### src/rtl/fetch_queue.sv
// Instruction fetch unit: issues one memory read at a time and buffers returned
// words with their addresses in a small FIFO that feeds the IF/ID stage.
module fetch_queue #(
    parameter int          DEPTH    = 2,
    parameter logic [15:0] RESET_PC = 16'h0000
) (
    input  logic        clk,
    input  logic        reset_n,
    input  logic        fetch_en,
    input  logic        redirect,
    input  logic [15:0] redirect_pc,
    output logic        i_mem_read,
    output logic [15:0] i_mem_address,
    input  logic        i_mem_resp,
    input  logic [15:0] i_mem_rdata,
    output logic        if_valid,
    output logic [15:0] if_instr,
    output logic [15:0] if_pc,
    input  logic        id_ready
);

    localparam int PW = (DEPTH > 2) ? 2 : 1;
    localparam int CW = (DEPTH > 3) ? 3 : 2;

    typedef enum logic [1:0] {
        IDLE = 2'b00,
        REQ  = 2'b01,
        DROP = 2'b10
    } state_t;

    state_t          state_q, state_d;
    logic [15:0]     fetch_pc_q, fetch_pc_d;
    logic [PW-1:0]   head_q, head_d, tail_q, tail_d;
    logic [CW-1:0]   count_q, count_d;
    logic [15:0]     instr_q [DEPTH];
    logic [15:0]     pc_q    [DEPTH];
    logic            push_s;
    logic            pop_s;

    function automatic logic [PW-1:0] ptr_inc(input logic [PW-1:0] p);
        ptr_inc = (p == PW'(DEPTH - 1)) ? {PW{1'b0}} : p + PW'(1);
    endfunction

    // Fetch state machine and fetch address; a redirect always wins the address.
    always_comb begin
        state_d    = state_q;
        fetch_pc_d = fetch_pc_q;
        push_s     = 1'b0;
        case (state_q)
            IDLE: begin
                if (fetch_en && !redirect && (count_q < CW'(DEPTH))) begin
                    state_d = REQ;
                end else begin
                    state_d = IDLE;
                end
            end
            REQ: begin
                if (redirect) begin
                    // The outstanding read cannot be cancelled, so its word is dropped later.
                    state_d = i_mem_resp ? IDLE : DROP;
                end else if (i_mem_resp) begin
                    push_s     = 1'b1;
                    fetch_pc_d = fetch_pc_q + 16'd2;
                    state_d    = IDLE;
                end else begin
                    state_d = REQ;
                end
            end
            DROP: begin
                state_d = i_mem_resp ? IDLE : DROP;
            end
            default: begin
                state_d = IDLE;
            end
        endcase
        if (redirect) begin
            fetch_pc_d = {redirect_pc[15:1], 1'b0};
        end else begin
            fetch_pc_d = fetch_pc_d;
        end
    end

    assign pop_s = (count_q != {CW{1'b0}}) && id_ready && !redirect;

    // Queue pointer and occupancy update; a redirect flushes everything.
    always_comb begin
        head_d  = head_q;
        tail_d  = tail_q;
        count_d = count_q;
        if (redirect) begin
            head_d  = {PW{1'b0}};
            tail_d  = {PW{1'b0}};
            count_d = {CW{1'b0}};
        end else begin
            if (push_s) begin
                tail_d = ptr_inc(tail_q);
            end else begin
                tail_d = tail_q;
            end
            if (pop_s) begin
                head_d = ptr_inc(head_q);
            end else begin
                head_d = head_q;
            end
            case ({push_s, pop_s})
                2'b10:   count_d = count_q + CW'(1);
                2'b01:   count_d = count_q - CW'(1);
                default: count_d = count_q;
            endcase
        end
    end

    // State, address, pointer and storage registers.
    always_ff @(posedge clk or negedge reset_n) begin
        if (!reset_n) begin
            state_q    <= IDLE;
            fetch_pc_q <= RESET_PC;
            head_q     <= {PW{1'b0}};
            tail_q     <= {PW{1'b0}};
            count_q    <= {CW{1'b0}};
            for (int i = 0; i < DEPTH; i++) begin
                instr_q[i] <= 16'h0000;
                pc_q[i]    <= 16'h0000;
            end
        end else begin
            state_q    <= state_d;
            fetch_pc_q <= fetch_pc_d;
            head_q     <= head_d;
            tail_q     <= tail_d;
            count_q    <= count_d;
            if (push_s) begin
                instr_q[tail_q] <= i_mem_rdata;
                pc_q[tail_q]    <= fetch_pc_q;
            end
        end
    end

    assign i_mem_read    = (state_q == REQ) || (state_q == DROP);
    assign i_mem_address = fetch_pc_q;
    assign if_valid      = (count_q != {CW{1'b0}});
    assign if_instr      = instr_q[head_q];
    assign if_pc         = pc_q[head_q];

endmodule

### config.mk
export PLATFORM = sky130hd
export DESIGN_NAME = fetch_queue
export DESIGN_NICKNAME = d
export VERILOG_FILES = /design/src/rtl/fetch_queue.sv
export SDC_FILE = /design/constraint.sdc
export NUM_CORES = 1
export LEC_CHECK = 0
export ABC_AREA = 1
export BUFFER_PORTS_ARGS = -buffer_cell sky130_fd_sc_hd__buf_2
export CORE_UTILIZATION = 35
export CTS_CLUSTER_DIAMETER = 100
export DETAILED_ROUTE_END_ITERATION = 7
export GPL_TIMING_DRIVEN = 0
export HOLD_SLACK_MARGIN = 0.02
export SYNTH_ARGS = -nofsm -noshare
export SYNTH_HDL_FRONTEND = slang
export SYNTH_SLANG_ARGS = --single-unit
### constraint.sdc
create_clock -name clk -period 1.9 [get_ports clk]
set_input_delay 0.38 -clock clk [delete_from_list [all_inputs] [get_ports clk]]
set_output_delay 0.38 -clock clk [all_outputs]
set_load 0.01 [all_outputs]
Word-level counts from Yosys, hierarchy flattened. Index checks and enable logic that the tools add are counted.

Flip-flop bits (word level): 86. Input port bits: 38. Output and inout bits: 50. Word-level logic and storage cells: 68.

Add/sub/neg operators: 5. $lt $le $gt $ge: 4. Eq/ne operators: 4. Multiplexer cells: 29. Bitwise gates (word level): 2. Reduce and logical (&&, ||, !) cells: 15.

Operator list (count): 2-to-1 mux 16 bit (10); bitwise mux 32 bit (2); adder 16 x 2 -> 16 bit (second input constant) (1); demux 16 bit (select 1 bit) (1); 2-to-1 mux 1 bit (11); nonzero test 2 bit (5); 2-to-1 mux 2 bit (3); case mux 2 bit (3 select lines) (1); logical AND 1 bit (5); equality test 2 x 1 -> 1 bit (second input constant) (2); equality test 2 bit (second input constant) (2); greater-or-equal comparator 2 bit (second input constant) (2); NOT 1 -> 2 bit (2); case mux 2 bit (2 select lines) (1); nonzero test 3 bit (1); adder 1 bit (second input constant) (2); adder 2 x 1 -> 2 bit (second input constant) (1); logical NOT 2 bit (1); < comparator 2 x 1 -> 1 bit (second input constant) (1); < comparator 2 bit (second input constant) (1); AND reduction 2 bit (1); subtractor 2 x 1 -> 2 bit (second input constant) (1); logical NOT 1 bit (1); logical OR 1 bit (1).

Longest topological paths before layout.
Word-level depth: 6. Mapped depth: 9.

Worst setup path after synthesis. No wires, ideal clock.

Path kind: register to register. From: register state_q[1]. To: register pc_q[20] (netlist bit). Library setup time: 0.124 ns. Arrival: 1.246 ns. Required time: 1.776 ns. Slack: 0.530 ns. Stages on the path, launching flop included: 9. Clock period less this slack: 1.370 ns. Path through: dfrtp_1 inv_1 ha_1 nand2_4 nor2_8 nand2_4 buf_6 nand2_1 o21ai_2.

Cells in the longest elaborated chain, start to end: 2.

Ends and longest elaborated chain: from (decl) (line 31) `state_t state_q, state_d;`; from (signal assigned) (line 126) `state_q <= state_d;`; equality test 2 x 1 -> 1 bit (line 49) `case (state_q)`; 2-to-1 mux 1 bit (line 49); to (signal, indexed assignment) (line 133) `pc_q[tail_q] <= fetch_pc_q;`; to (decl) (line 36) `logic [15:0] pc_q [DEPTH];`.

No other way between the ends. A chain may end at the register's enable or synchronous reset.

Worst setup path after layout.
From: register head_q. To: output port if_pc[10].

Cells in the longest elaborated chain, start to end: 4.

Ends and longest elaborated chain: from (decl) (line 33) `logic [PW-1:0] head_q, head_d, tail_q, tail_d;`; from (signal assigned) (line 118) `head_q <= {PW{1'b0}};`; NOT 1 -> 2 bit (not written as such) (line 142) `assign if_pc = pc_q[head_q];`; 2-to-1 mux 16 bit (not written as such) (3 in a row) (line 142); to (decl) (line 18) `output logic [15:0] if_pc,`.

No other way between the ends. The select of a mux whose other input is x is not followed.

==> out/results.txt <==
placed cell count - 734
FF-to-FF Start - state_q[1]$_DFF_PN0_
ratio of cells with drive above 1 in the final layout - 0.2982
post-route setup TNS - 0 ps
CP dominant cell by count - nand2_1
post-synthesis sequential area ratio - 0.4875
cells on worst reg2reg path - 8
Design Area, Final - 5176 um2
Setup Buffers After CTS - 0
Cell Int Power - 4.014 mW
xor and xnor area share after synthesis - 0.006167
Worst-Skew Late Latency - 330 ps
RSZ-0062 raised after global routing - no
die height - 112.3 um
CP Launch Type - flop
Iteration-0 DRC Markers - 168
# setup viols final - 0
GRT Resource Usage Total - 0.1833
FP Rows - 39
final hold vios - 0
post-synthesis adder-cell area fraction - 0.01468
DR WL/cell - 14.25 um
Flop pwr share - 0.415
pin count of the biggest net entering global routing - 49
Syn. warnings - 0
Die X - 112.3 um
P_leak - 2.799 nW
placed cell area - 4888 um2
die area - 12620 um2
Max Buffers Root-to-Sink - 2
crit path buf inv count - 3
share of the synthesized area in the top cell type - 0.4875
CP max stage cell - dfrtp_1
final setup margin - 119.0 ps
Final #Nets - 645
Layout area overhead - 21.50%
vias per cell - 4.767
Synth Area in Compound Gates - 0.1489
ys async rst share - 1.000
critical path type - reg -> out
Hold Crit Class - in -> async
post-layout util - 0.4438
mapped cell area - 4260 um2
Clock transition at path regs - 60 ps
hpwl dp - 7.700 mm
Post-synth EDFFs - 0
most frequent cell after synthesis - nand2_1
clock sink count - 83
Tmin final - 1781 ps
cts hold-fix bufs - 0
clock power share - 0.259
io pins - 88
register bit total from synthesis - 83
Root Buffer - clkbuf_16
PwrDens - 1199 nW/um2
max incr delay on CP - 420 ps
outcome - finished with violations
failing checks - design-rule violations
CTS tree - built
main combinational cell family by area after synthesis - simple AND/OR/NAND/NOR gates
Top Family by Delay on Critical Path - buffers and inverters
Simple-Gate Fraction of Synth Area - 0.2499
top cells by area, synth - dfrtp_1 (49%), nand2_1 (18%), o21ai_2 (9.0%)
Max Freq - 561.5 MHz
crit path cell chain - inv_2 -> buf_4 -> nand2_1 -> nand2_1 -> buf_2
RR Endpoint - pc_q[22]$_DFFE_PN0P_
post-synthesis mux area share - 0
H-tree depth - 3
Psw - 2.190 mW
routability congestion estimate - 0.8482
Top FF cell, synth - dfrtp_1
distinct cell type count after synthesis - 30
Clock Skews - 8.167 ps
dominant cell type by area after synthesis - dfrtp_1
first-pass GRT wire length - 17.91 mm
Combinational Power Share - 0.326
sw frac - 0.3530
total wire length - 10.69 mm
Cells after Synth - 506
reg2reg setup slack - 280 ps
n_diodes - 0
Non-Filler Instances - 750
vias in the first global route - 3524
IO buf count - 83
syn_area_per_cell - 8.420 um2
Hold WS - 12.34 ps
peak fanout along the critical path - 10
Initial Utilization - 0.3653
final worst-path cycle share - 0.9374
DRC - 6
Worst Setup End Kind - output pin
overall power - 6.205 mW
Routed Antenna Nets - 0
Worst VDD drop - 0.5344 mV
crit path DAT - 1400 ps
commonest cells in the netlist - nand2_1 (201), dfrtp_1 (83), inv_1 (48), o21ai_2 (44), nand3_1 (21)
total gr overflow - 0
DRT Pass-1 Iters - 6
count of pins over their slew limit - 0
MaxCap Viol Count - 0
Vias - 3575
Worst EP required - 1520 ps
Core Region - 11660 um2
pre-CTS setup slack - 106.4 ps
TritonCTS buffer count - 9
initial antenna violation count - 0
-- routing by layer --
layer / GRT usage / vias to the layer above / wire [um]
li1: - / 1794 / -
met1: 0.2443 / 1662 / 4841
met2: 0.3027 / 113 / 5111
met3: 0.03942 / 6 / 666
met4: 0.04889 / 0 / 72
met5: 0 / - / 0
-- area by class of cell --
class	instances	area, um2
Clock buffer	12	246.5
Multi-Input combinational cell	350	1795
Tap cell	143	178.9
Buffer	24	216.5
Inverter	50	190.2
Timing Repair Buffer	84	445.4
Fill cell	1195	6486
Sequential cell	83	2077
Clock inverter	4	26.28
-- worst max path at each step --
| stage | start | to | slack (ps) | depth (start not counted) |
|---|---|---|---|---|
| finish | head_q$_DFFE_PN0P_ | if_pc[10] | 120 | 5 |
| global route | head_q$_DFFE_PN0P_ | if_pc[11] | 5 | 5 |
| CTS | head_q$_DFFE_PN0P_ | if_pc[11] | 60 | 5 |
| detailed placement | head_q$_DFFE_PN0P_ | if_pc[1] | 110 | 5 |
| global placement | reset_n | i_mem_address[2]$_DFFE_PN0P_ | -230 | 1 |
| floorplan | state_q[1]$_DFF_PN0_ | pc_q[20]$_DFFE_PN0P_ | 530 | 8 |
-- cells by family (layout without fill, tap and decap cells) --
group	Yosys count	in the layout
fa+ha+maj	5	5
simple gates	251	251
compound gates	89	89
other cells	1	2
buf+inv	74	174
flops	83	83
xor+xnor	3	3
-- what timing repair did --
action / CTS / global route
endpoints found under the hold margin: 0 / 0
pin swaps: 0 / 0
gates cloned: 0 / 0
gates resized for setup: 9 / 4
setup endpoints to repair: 30 / 10
-- power by group through the flow --
stage	Clock, mW	Combinational [mW]	Sequential, mW
2_1_floorplan	0	1.31	2.55
3_3_place_gp	0	1.98	2.57
3_5_place_dp	0	2.04	2.60
4_1_cts	1.63	2.06	2.57
5_1_grt	1.73	2.28	2.64
6_report	1.61	2.02	2.57
-- state kept, by name, summed over array words and instances, names as in the netlist --
signal and flops:
count_q 2, state_q 2, tail_q 1, pc_q 30, i_mem_address 15, instr_q 32, head_q 1
-- cell usage in the layout (no fill, tap or decap), types with 3 or more instances in the layout --
cell type | netlist | routed
a21oi_1 | 5 | 5
buf_2 | 2 | 84
buf_4 | 3 | 6
buf_6 | 13 | 13
clkbuf_16 | 0 | 9
clkbuf_2 | 0 | 3
dfrtp_1 | 83 | 83
ha_1 | 5 | 5
inv_1 | 48 | 47
nand2_1 | 201 | 201
nand2_4 | 5 | 5
nand3_1 | 21 | 21
nand4_1 | 4 | 4
nor2_1 | 11 | 11
nor2_4 | 3 | 3
o211ai_1 | 5 | 5
o21ai_0 | 13 | 13
o21ai_1 | 18 | 18
o21ai_2 | 44 | 44
xor2_1 | 3 | 3
Note: power is estimated with default switching activity, not from simulation.
